File: src/rtl/conv_pkg.sv
// Shared types and default sizing for the conv window generator slice.
// Latency: n/a (package only).
// Backpressure: n/a (package only).
package conv_pkg;

    localparam int SIZE_DEF      = 3;
    localparam int WIDTH_BIT_DEF = 8;

    typedef logic signed [WIDTH_BIT_DEF-1:0] pixel_t;

    // FILL: fewer than SIZE-1 full lines buffered; RUN: windows may be emitted.
    typedef enum logic {
        FILL = 1'b0,
        RUN  = 1'b1
    } state_t;

endpackage : conv_pkg

File: src/rtl/conv_line_buffer.sv
// One image line of pixel storage; read-before-write at a single shared address.
// Latency: read is combinational from the current contents; write lands on the clock edge.
// Backpressure: none; the caller gates writes with we.
//
// Ports: clock; we (write enable); addr (column); wdata (pixel written at addr);
//        rdata (value stored at addr before this cycle's write).
// Contents are not reset: the owner never trusts them until a full line is written.
module conv_line_buffer #(
    parameter int DEPTH = 32,
    parameter int WIDTH = 8,
    parameter int AW    = (DEPTH > 1) ? $clog2(DEPTH) : 1
) (
    input  logic             clock,
    input  logic             we,
    input  logic [AW-1:0]    addr,
    input  logic [WIDTH-1:0] wdata,
    output logic [WIDTH-1:0] rdata
);

    logic [WIDTH-1:0] mem_q [DEPTH];

    assign rdata = mem_q[addr];

    always_ff @(posedge clock) begin
        if (we) begin
            mem_q[addr] <= wdata;
        end
    end

endmodule : conv_line_buffer

File: src/rtl/conv_window_gen.sv
// Streams raster pixels in and emits a registered SIZE x SIZE valid-mode sliding window.
// Latency: 1 cycle from pixel accept to window; one window per accepted pixel once populated.
// Backpressure: single-entry output, no skid; pix_ready = !win_valid || win_ready.
//
// Ports: clock/reset (sync, active-high); pix_in/pix_valid/pix_ready/pix_last input stream;
//        win_out/win_valid/win_ready window stream, win_out[0][0] oldest line leftmost column,
//        win_out[SIZE-1][SIZE-1] newest pixel; frame_done pulses with the frame's last window.
// Optional: CONV_WINDOW_GEN_LAST_CHECK_EN adds sticky frame_err for misplaced/missing pix_last.
module conv_window_gen
    import conv_pkg::*;
#(
    parameter int SIZE      = SIZE_DEF,
    parameter int WIDTH_BIT = WIDTH_BIT_DEF,
    parameter int IMG_W     = 32,
    parameter int IMG_H     = 32
) (
    input  logic                                          clock,
    input  logic                                          reset,
    input  logic signed [WIDTH_BIT-1:0]                   pix_in,
    input  logic                                          pix_valid,
    output logic                                          pix_ready,
    input  logic                                          pix_last,
    output logic signed [SIZE-1:0][SIZE-1:0][WIDTH_BIT-1:0] win_out,
    output logic                                          win_valid,
    input  logic                                          win_ready,
    output logic                                          frame_done
`ifdef CONV_WINDOW_GEN_LAST_CHECK_EN
    ,
    output logic                                          frame_err
`endif
);

    localparam int CW = (IMG_W > 1) ? $clog2(IMG_W) : 1;
    localparam int RW = (IMG_H > 1) ? $clog2(IMG_H) : 1;

    localparam logic [CW-1:0] COL_LAST = CW'(IMG_W - 1);
    localparam logic [RW-1:0] ROW_LAST = RW'(IMG_H - 1);
    localparam logic [CW-1:0] COL_FULL = CW'(SIZE - 1);
    localparam logic [RW-1:0] ROW_FULL = RW'(SIZE - 1);

    logic [CW-1:0] col_q, col_d;
    logic [RW-1:0] row_q, row_d;
    state_t        state_q, state_d;
    logic signed [SIZE-1:0][SIZE-1:0][WIDTH_BIT-1:0] win_q, win_d;
    logic          win_valid_q, win_valid_d;
    logic          frame_done_q, frame_done_d;

    logic          accept;
    logic          at_final;
    logic [WIDTH_BIT-1:0] lb_rd [SIZE-1];

    assign pix_ready  = !win_valid_q || win_ready;
    assign accept     = pix_valid && pix_ready;
    assign at_final   = (col_q == COL_LAST) && (row_q == ROW_LAST);

    assign win_out    = win_q;
    assign win_valid  = win_valid_q;
    assign frame_done = frame_done_q;

    // Line buffers form a cascade: buffer 0 holds the oldest line, buffer SIZE-2
    // the line just above the current one. Each accept moves the column down one level.
    for (genvar g = 0; g < SIZE - 1; g++) begin : g_lb
        logic [WIDTH_BIT-1:0] lb_wr;
        if (g == SIZE - 2) begin : g_newest
            assign lb_wr = pix_in;
        end else begin : g_older
            assign lb_wr = lb_rd[g+1];
        end
        conv_line_buffer #(
            .DEPTH (IMG_W),
            .WIDTH (WIDTH_BIT),
            .AW    (CW)
        ) u_lb (
            .clock (clock),
            .we    (accept),
            .addr  (col_q),
            .wdata (lb_wr),
            .rdata (lb_rd[g])
        );
    end

    always_comb begin
        col_d        = col_q;
        row_d        = row_q;
        state_d      = state_q;
        win_d        = win_q;
        frame_done_d = 1'b0;

        if (accept) begin
            for (int i = 0; i < SIZE; i++) begin
                for (int j = 0; j < SIZE - 1; j++) begin
                    win_d[i][j] = win_q[i][j+1];
                end
            end
            for (int i = 0; i < SIZE - 1; i++) begin
                win_d[i][SIZE-1] = lb_rd[i];
            end
            win_d[SIZE-1][SIZE-1] = pix_in;

            if (col_q == COL_LAST) begin
                col_d = '0;
                row_d = (row_q == ROW_LAST) ? '0 : row_q + 1'b1;
            end else begin
                col_d = col_q + 1'b1;
            end

            case (state_q)
                FILL:    if (row_q == ROW_FULL && col_q == '0) state_d = RUN;
                RUN:     if (at_final) state_d = FILL;
                default: state_d = FILL;
            endcase

            frame_done_d = at_final;
        end

        // A fresh window wins over a downstream pop in the same cycle. Columns
        // below SIZE-1 would straddle the previous line, so they never qualify.
        if (accept && state_q == RUN && col_q >= COL_FULL) begin
            win_valid_d = 1'b1;
        end else if (win_ready) begin
            win_valid_d = 1'b0;
        end else begin
            win_valid_d = win_valid_q;
        end
    end

    always_ff @(posedge clock) begin
        if (reset) begin
            col_q        <= '0;
            row_q        <= '0;
            state_q      <= FILL;
            win_q        <= '0;
            win_valid_q  <= 1'b0;
            frame_done_q <= 1'b0;
        end else begin
            col_q        <= col_d;
            row_q        <= row_d;
            state_q      <= state_d;
            win_q        <= win_d;
            win_valid_q  <= win_valid_d;
            frame_done_q <= frame_done_d;
        end
    end

`ifdef CONV_WINDOW_GEN_LAST_CHECK_EN
    logic frame_err_q, frame_err_d;

    // pix_last must be set exactly on the final raster position.
    always_comb begin
        frame_err_d = frame_err_q;
        if (accept && (pix_last != at_final)) begin
            frame_err_d = 1'b1;
        end
    end

    always_ff @(posedge clock) begin
        if (reset) begin
            frame_err_q <= 1'b0;
        end else begin
            frame_err_q <= frame_err_d;
        end
    end

    assign frame_err = frame_err_q;
`else
    logic unused_pix_last;
    assign unused_pix_last = pix_last;
`endif

endmodule : conv_window_gen

File: config.mk
export PLATFORM = sky130hd
export DESIGN_NAME = conv_window_gen
export DESIGN_NICKNAME = d
export VERILOG_FILES = /design/src/rtl/conv_pkg.sv /design/src/rtl/conv_line_buffer.sv /design/src/rtl/conv_window_gen.sv
export SDC_FILE = /design/constraint.sdc
export NUM_CORES = 1
export LEC_CHECK = 0
export ABC_AREA = 1
export BUFFER_PORTS_ARGS = -buffer_cell sky130_fd_sc_hd__buf_4
export CORE_MARGIN = 2
export CORE_UTILIZATION = 25
export DETAILED_ROUTE_END_ITERATION = 10
export GPL_TIMING_DRIVEN = 0
export PLACE_DENSITY = 0.46
export SYNTH_ARGS = -nofsm -noshare
export SYNTH_HDL_FRONTEND = slang
export SYNTH_SLANG_ARGS = --single-unit
File: constraint.sdc
create_clock -name clock -period 4.8 [get_ports clock]
set_input_delay 0.72 -clock clock [delete_from_list [all_inputs] [get_ports clock]]
set_output_delay 0.72 -clock clock [all_outputs]
set_load 0.1 [all_outputs]
==> results.sh, run 1 <==
export IMPL_fin_area_um2=28600
export IMPL_hold_violations=0
export IMPL_fp_dieW_um=314
export IMPL_slowest_stage="inv_1"
export IMPL_grt_use_total_pct=14.8
export IMPL_worst_skew_pair_late_latency_ns=0.64
export IMPL_post_cts_resized=0
export IMPL_ys_seq_area_share_pct=71.6
export IMPL_antenna_cells=0
export IMPL_drtIter0Drc=1446
export IMPL_syn_area_per_cell_um2=11.3
export IMPL_path_clk_slew_ns=0.06
export IMPL_drive_gt1_share_pct=14.0
export IMPL_ff2ff_path_depth=8
export IMPL_synth_area_um2=24000
export IMPL_reg2reg_slack_ns=1.51
export IMPL_grt_pass1_wl_mm=107
export IMPL_num_rows=113
export IMPL_cts_sinks=602
export IMPL_place_hpwl_mm=50.9
export IMPL_setup_violations=0
export IMPL_grt_start_max_net_pins=34
export IMPL_viasPerCell=4.56
export IMPL_final_cell_mix="edfxtp_1, nand2_1, nor2_1"
export IMPL_endpoint_kind="flop"
export IMPL_post_cts_buffers=0
export IMPL_ys_seq_elements=602
export IMPL_cts_tree="built"
export IMPL_die_h_um=314
export IMPL_period_needed_ns=3.29
export IMPL_stdcell_count=3610
export IMPL_fin_setup_tns_ns=0
export IMPL_vias=16500
export IMPL_antenna_found_initial=1
export IMPL_cp_arrival_ns=3.52
export IMPL_ios=88
export IMPL_fillers=9733
export IMPL_numCtsBuffers=61
export IMPL_htreeDepth=2
export IMPL_grt_pass1_vias=16100
export IMPL_grt_ovfl_total=0
export IMPL_path_cells="buf_2, clkbuf_1, nand3_1, nand2_1, nand2_1, nand3_1, nand2_1, inv_1"
export IMPL_crit_type="flop to flop"
export IMPL_place_congestion=0.875
export IMPL_layout_setup_ws_ns=1.51
export IMPL_p_leak_uw=0.0103
export IMPL_yosys_warnings=0
export IMPL_fin_nets=2320
export IMPL_post_place_ws_ns=1.60
export IMPL_cp_top_family="buffers and inverters"
export IMPL_worst_path_most_repeated_cell="nand2_1"
export IMPL_cp_depth=8
export IMPL_clock_fmax_ghz=0.304
export IMPL_drcViolationCount=0
export IMPL_die_area_um2=98500
export IMPL_final_antenna_net_count=0
export IMPL_startpoint_type="flop"
export IMPL_period_share_pct=68.6
export IMPL_synthFlopType="edfxtp_1"
export IMPL_slew_viol_final=0
export IMPL_status="finished clean"
export IMPL_dr_pass1_iters=5
export IMPL_worstHoldPathCells=4
export IMPL_rsz0062_at_grt="false"
export IMPL_syn_nets=2139
export IMPL_place_area_um2=26800
export IMPL_clockBufferDepth=3
export IMPL_wire_per_inst_um=20.5
export IMPL_place_inst=3500
export IMPL_routed_wl_mm=74.2
export IMPL_area_growth_pct=19.4
export IMPL_final_common_cell="edfxtp_1"
export IMPL_required_ns=5.03
export IMPL_power_uw=11800
export IMPL_async_flop_share_pct=0
export IMPL_core_area_um2=95000
export IMPL_ir_drop_v=0.000282
export IMPL_numPortBuffers=86
export IMPL_ff_latch_area_um2=17200
export IMPL_maxCapViolCount=0
export IMPL_path_buf_inv=3
export IMPL_synth_edf_count=512
export IMPL_ctsHoldBuffers=0
export IMPL_ys_types=31
export IMPL_min_path_type="input pin to flop"
export IMPL_tightest_slew_ns=1.37
export IMPL_cp_slowest_stage_delay_ns=1.01
export IMPL_relSlewSlack_pct=8.45
export IMPL_start_util_pct=25.3
export IMPL_multi_input_area_um2=5900
export IMPL_clockRootBuffer="clkbuf_16"
export IMPL_syn_inst=2117
export IMPL_crit_fanout=32
export IMPL_power_density_nw_per_um2=413
export IMPL_clock_skew_ns=0.0251
[cell families (layout without fill, tap and decap cells)]
kind of cell / Yosys count / after routing / synth area share (%)
buf+inv: 181 / 409 / 4.16
simple gates: 1063 / 1063 / 18.2
fa+ha+maj: 9 / 9 / 0.469
compound gates: 262 / 262 / 5.62
flops: 602 / 602 / 71.6
[final cells by class]
class,count,area share [%]
repair buffers,118,3.98
plain buffers,121,2.68
clock buffers,88,5.98
clock inverters,22,0.459
multi-input cells,1334,20.6
well taps,1265,5.53
inverters,60,0.804
flip-flops and latches,602,60.0
[path summary, 6_finish.rpt]
kind / to / start
setup / recovery: g_lb[0].u_lb.mem_q[8][5] / flop
hold / removal: win_out[17] / reset
hold reg to reg: win_out[27] / win_out[27]
setup reg to reg: g_lb[0].u_lb.mem_q[8][5] / flop
[synth_stat cells, types with 2 or more instances]
master / instances / area share, %
o21ai_0: 177 / 3.7
dfxtp_1: 90 / 7.5
inv_2: 7 / 0.11
nand2_1: 475 / 7.4
nor2_1: 339 / 5.3
buf_4: 18 / 0.56
nor3_1: 3 / 0.063
a211oi_1: 2 / 0.063
clkbuf_2: 3 / 0.063
nor3_4: 2 / 0.14
buf_1: 7 / 0.11
buf_2: 38 / 0.79
a21oi_1: 25 / 0.52
ha_1: 9 / 0.47
nand3_1: 236 / 4.9
o22ai_1: 16 / 0.42
nor3_2: 4 / 0.17
clkbuf_1: 29 / 0.45
o21ai_1: 38 / 0.79
inv_1: 52 / 0.81
buf_6: 26 / 1.2
edfxtp_1: 512 / 64
[worst min-delay path, delay by kind of cell]
kind,cells,cell delay [ns]
buffers and inverters,2,0.15
AND/OR/NAND/NOR,1,0.05
AO/OA/AOI/OAI,1,0.04
[through the flow]
| stage | hold slack [ns] | util [%] |
|---|---|---|
| floorplan | 0.457 | - |
| global placement | 0.459 | 27.6 |
| detailed placement | 0.476 | 28.2 |
| CTS | 0.370 | 30.1 |
| global route | 0.395 | 30.1 |
| finish | 0.397 | 30.1 |
[report_power, final]
group / switching (uW) / total, uW / internal [uW]
registers: 50.6 / 5910 / 5860
logic: 1130 / 1430 / 305
clock network: 1970 / 4470 / 2510
[routing by layer]
metal / part of all wire (%) / global-route usage, % / routed length, um / up-vias
met3: 6.2 / 2.53 / 4560 / 106
met2: 47 / 24.8 / 34800 / 533
met4: 2.4 / 3.91 / 1760 / 0
met1: 45 / 19.8 / 33100 / 8144
met5: 0 / 0 / 0 / -
li1: - / - / - / 7678
[registers in the layout, indices dropped and copies added (netlist names), named ones only]
register,count
g_lb.u_lb.mem_q,512
win_out,72
col_q,5
row_q,5
frame_done,1
state_q,1
win_valid,1
Power figures use the tool's default switching activity.
==> run 2, diff against run 1 <==
Clock period 4.8 ns to 3.2 ns, I/O delays scaled along.
==> results.sh, run 2 (synthesized netlist as in run 1, its figures left out) <==
export IMPL_layout_setup_ws_ns=0.148
export IMPL_crit_type="flop to flop"
export IMPL_vias=16400
export IMPL_htreeDepth=2
export IMPL_drtIter0Drc=1556
export IMPL_rsz0062_at_grt="false"
export IMPL_cp_arrival_ns=3.31
export IMPL_place_inst=3497
export IMPL_period_needed_ns=3.05
export IMPL_power_density_nw_per_um2=632
export IMPL_crit_fanout=32
export IMPL_stdcell_count=3612
export IMPL_p_leak_uw=0.0104
export IMPL_required_ns=3.46
export IMPL_startpoint_type="flop"
export IMPL_worst_path_most_repeated_cell="nand2_1"
export IMPL_power_uw=18200
export IMPL_clockRootBuffer="clkbuf_16"
export IMPL_grt_pass1_vias=15700
export IMPL_clock_skew_ns=0.0344
export IMPL_wire_per_inst_um=20.7
export IMPL_fin_nets=2320
export IMPL_antenna_found_initial=0
export IMPL_path_clk_slew_ns=0.06
export IMPL_grt_use_total_pct=14.8
export IMPL_period_share_pct=95.4
export IMPL_drcViolationCount=0
export IMPL_slew_viol_final=0
export IMPL_routed_wl_mm=74.7
export IMPL_dr_pass1_iters=6
export IMPL_fin_hold_ws_ns=0.163
export IMPL_place_congestion=0.848
export IMPL_min_path_type="input pin to flop"
export IMPL_cp_slowest_stage_delay_ns=0.82
export IMPL_clock_fmax_ghz=0.328
export IMPL_largest_register_ffs=512
export IMPL_die_area_um2=98500
export IMPL_core_area_um2=95000
export IMPL_numCtsBuffers=60
export IMPL_place_hpwl_mm=50.7
export IMPL_status="finished clean"
export IMPL_cts_sinks=602
export IMPL_antenna_cells=0
export IMPL_start_util_pct=25.3
export IMPL_final_common_cell="edfxtp_1"
export IMPL_ctsHoldBuffers=0
export IMPL_hold_violations=0
export IMPL_die_h_um=314
export IMPL_regMostFlops="g_lb.u_lb.mem_q"
export IMPL_grt_pass1_wl_mm=107
export IMPL_final_cell_mix="edfxtp_1, nand2_1, nor2_1"
export IMPL_setup_violations=0
export IMPL_ir_drop_v=0.000503
export IMPL_slowest_stage="inv_1"
export IMPL_viasPerCell=4.54
export IMPL_maxCapViolCount=0
export IMPL_grt_ovfl_total=0
export IMPL_endpoint_kind="flop"
export IMPL_numPortBuffers=86
export IMPL_grt_start_max_net_pins=34
export IMPL_ios=88
export IMPL_relSlewSlack_pct=27.0
export IMPL_post_place_ws_ns=0.0254
export IMPL_worst_skew_pair_late_latency_ns=0.64
export IMPL_fp_dieW_um=314
export IMPL_num_rows=113
export IMPL_tightest_slew_ns=1.09
export IMPL_fin_setup_tns_ns=0
export IMPL_clockBufferDepth=3
export IMPL_area_growth_pct=20.1
export IMPL_cts_tree="built"
export IMPL_drive_gt1_share_pct=15.3
export IMPL_final_antenna_net_count=0
export IMPL_path_cells="buf_2, clkbuf_1, nand3_1, nand2_1, nand2_1, nand3_1, nand2_1, inv_1"
[run 2: cell types whose count changed in the layout (fill, tap and decap cells not counted), moves of 3 or more]
cell,before,now
clkbuf_1,51,36
clkinvlp_4,0,10
clkinv_2,8,15
clkbuf_2,3,9
bufinv_16,1,6
clkinv_1,12,7
inv_1,51,46
buf_8,31,27
buf_1,7,4
clkbuf_8,2,5
nor2_2,33,30
nor2_4,0,3
[run 2: critical path: cells and delay by family, from the launching register on]
family / cells / cell delay [ns]
DFF: 1 / 0.31
and+or+nand+nor: 5 / 0.78
buffers and inverters: 3 / 1.55
[run 2: final timing paths]
path              slack (ns)                        to  cells past startpoint         from
hold reg to reg         0.48               win_out[31]                      2  win_out[31]
setup reg to reg        0.15  g_lb[0].u_lb.mem_q[2][2]                      8         flop
setup / recovery        0.15  g_lb[0].u_lb.mem_q[2][2]                      8         flop
hold / removal          0.16               win_out[19]                      4        reset
[run 2: area by class of cell]
cell class,instances,area (um2)
flip-flops and latches,602,17200
multi-input cells,1334,5910
clock inverters,34,338
well taps,1265,1580
inverters,60,253
fillers,9722,66200
plain buffers,121,772
repair buffers,118,1110
clock buffers,77,1660
repair inverters,1,7.51
[run 2: metal layers]
layer	vias to the layer above	track usage [%]	routed length (um)
met4	0	3.77	1560
met1	8139	20.4	34000
met3	90	2.09	4210
li1	7683	-	-
met2	490	24.3	34900
met5	-	0	0
[run 2: where the power goes]
group          total [uW]  leakage [uW]  switching, uW  internal [uW]
logic                2200       0.00401           1720            479
registers            8860       0.00535           75.0           8780
clock network        7160      0.000991           3020           4140
total               18200        0.0104           4820          13400
[run 2: repair_timing]
action                                  CTS  global route
cloned                                    0             1
endpoints found under the setup margin    1           168
setup buffers                             0             2
gates resized for setup                   0            10
endpoints found under the hold margin     0             0
[run 2: metrics by stage]
stage	utilization, %	cell area [um2]
floorplan	-	24000
global placement	27.6	26200
detailed placement	28.2	26700
CTS	30.3	28700
global route	30.3	28800
finish	30.3	28800
==> run 3, diff against run 2 <==
Settings changed: BUFFER_PORTS_ARGS -buffer_cell sky130_fd_sc_hd__buf_4 to default, DONT_BUFFER_PORTS from default to 1, PLACE_DENSITY 0.46 to 0.45.
==> results.sh, run 3 (synthesized netlist as in run 1, its figures left out) <==
export IMPL_routed_wl_mm=76.4
export IMPL_grt_pass1_vias=15900
export IMPL_drive_gt1_share_pct=13.0
export IMPL_worst_skew_pair_late_latency_ns=0.64
export IMPL_wire_per_inst_um=21.5
export IMPL_antenna_cells=0
export IMPL_swShare_pct=26.3
export IMPL_grt_pass1_wl_mm=110
export IMPL_p_leak_uw=0.0102
export IMPL_numPortBuffers=0
export IMPL_cp_top_family="buffers and inverters"
export IMPL_cts_tree="built"
export IMPL_grt_start_max_net_pins=33
export IMPL_clock_skew_ns=0.0355
export IMPL_clockBufferDepth=3
export IMPL_setup_violations=0
export IMPL_maxCapViolCount=0
export IMPL_viasPerCell=4.61
export IMPL_start_util_pct=25.3
export IMPL_num_rows=113
export IMPL_cp_arrival_ns=3.30
export IMPL_place_area_um2=26100
export IMPL_slew_viol_final=0
export IMPL_required_ns=3.45
export IMPL_area_growth_pct=20.4
export IMPL_clockRootBuffer="clkbuf_16"
export IMPL_crit_fanout=32
export IMPL_startpoint_type="flop"
export IMPL_dr_pass1_iters=5
export IMPL_drtIter0Drc=1400
export IMPL_power_density_nw_per_um2=630
export IMPL_drt_met1_wl_mm=34.5
export IMPL_place_congestion=0.851
export IMPL_ios=88
export IMPL_cts_sinks=602
export IMPL_fp_dieW_um=314
export IMPL_hp_start="pix_in[0]"
export IMPL_ir_drop_v=0.000419
export IMPL_fin_setup_tns_ns=0
export IMPL_tightest_slew_ns=1.14
export IMPL_die_area_um2=98500
export IMPL_rsz0062_at_grt="false"
export IMPL_relSlewSlack_pct=24.1
export IMPL_worst_path_most_repeated_cell="nand2_1"
export IMPL_crit_type="flop to flop"
export IMPL_power_uw=18200
export IMPL_core_area_um2=95000
export IMPL_min_path_type="input pin to flop"
export IMPL_p_int_uw=13400
export IMPL_wl_met3_mm=5.13
export IMPL_status="finished clean"
export IMPL_final_cell_mix="edfxtp_1, nand2_1, nor2_1"
export IMPL_wl_met2_mm=34.6
export IMPL_comb_power_share_pct=9.1
export IMPL_antenna_found_initial=2
export IMPL_htreeDepth=2
export IMPL_final_common_cell="edfxtp_1"
export IMPL_pwr_share_clk_pct=39.5
export IMPL_drcViolationCount=0
export IMPL_final_antenna_net_count=0
export IMPL_post_place_ws_ns=-0.421
export IMPL_path_cells="buf_2, clkbuf_1, nand3_1, nand2_1, nand2_1, nand3_1, nand2_1, inv_1"
export IMPL_vias=16400
export IMPL_die_h_um=314
export IMPL_p_sw_uw=4790
export IMPL_clock_fmax_ghz=0.328
export IMPL_path_buf_inv=3
export IMPL_grt_ovfl_total=0
export IMPL_period_share_pct=95.3
export IMPL_fin_area_um2=28900
export IMPL_grt_use_total_pct=15.2
export IMPL_place_hpwl_mm=50.6
export IMPL_period_needed_ns=3.05
export IMPL_fillers=9622
export IMPL_endpoint_kind="flop"
export IMPL_routed_top_layer="met4"
export IMPL_slowest_stage="inv_1"
export IMPL_fin_nets=2263
export IMPL_path_clk_slew_ns=0.06
export IMPL_regMostFlops="g_lb.u_lb.mem_q"
export IMPL_largest_register_ffs=512
export IMPL_cp_slowest_stage_delay_ns=0.84
export IMPL_numCtsBuffers=60
export IMPL_seqPwrFrac_pct=51.4
export IMPL_hold_violations=0
export IMPL_layout_setup_ws_ns=0.151
## run 3: cell types whose count changed in the layout (fill, tap and decap cells not counted), moves of 4 or more
cell           previous run  this run
buf_4                   106        18
buf_12                    1        26
nor2_2                   30         8
nor2_4                    3        25
dlygate4sd3_1             0         6
clkbuf_1                 36        40
clkbuf_16                62        66
clkinv_2                 15        11
## run 3: power groups by stage
stage	sequential [uW]	combinational, uW	clock (uW)
5_1_grt	9360	1810	7610
2_1_floorplan	9470	882	0
4_1_cts	9350	1630	7330
3_5_place_dp	9520	1490	0
6_report	9350	1650	7190
3_3_place_gp	9520	1460	0
## run 3: final timing paths
check	to	slack (ns)	cells after the start
worst min register to register	row_q[3]	0.50	2
worst max register to register	g_lb[0].u_lb.mem_q[26][2]	0.15	8
worst max-delay path	g_lb[0].u_lb.mem_q[26][2]	0.15	8
worst min-delay path	win_out[64]	0.05	2
## run 3: timing repair
action,in CTS,in global routing
pin swaps,9,0
setup buffers,16,2
hold endpoints to repair,260,0
gates cloned,1,1
setup endpoints to repair,458,257
hold buffers,14,0
resized for setup,28,9
## run 3: final cells by class
class                           count  area [um2]  share of cell area, %
Tap cell                         1265        1580                   5.48
Sequential cell                   602       17200                   59.4
Clock buffer                       88        1790                   6.21
Inverter                           60         256                  0.888
Timing Repair inverter              2        15.0                 0.0520
Timing Repair Buffer               60        1020                   3.54
Buffer                            121         773                   2.68
Multi-Input combinational cell   1334        6040                   20.9
Clock inverter                     25         236                  0.818
## run 3: metal layers
layer / GRT usage, % / vias up
met1: 21.1 / 8109
met3: 2.65 / 110
met2: 24.4 / 602
li1: - / 7585
met4: 4.48 / 0
met5: 0 / -
## run 3: per-stage QoR
step	hold slack [ns]	util, %	cells
after floorplan	0.457	-	2117
after global placement	0.475	26.9	3382
after detailed placement	0.492	27.5	3410
after CTS	0.00298	30.3	3554
after global routing	0.0416	30.4	3557
final	0.0457	30.4	3557
## run 3: worst reg2reg max path, cell delays in order, from the launching register on
cell and delay [ns]:
dfxtp_1 0.31, buf_2 0.22, clkbuf_1 0.50, nand3_1 0.32
nand2_1 0.19, nand2_1 0.07, nand3_1 0.08, nand2_1 0.11
inv_1 0.84
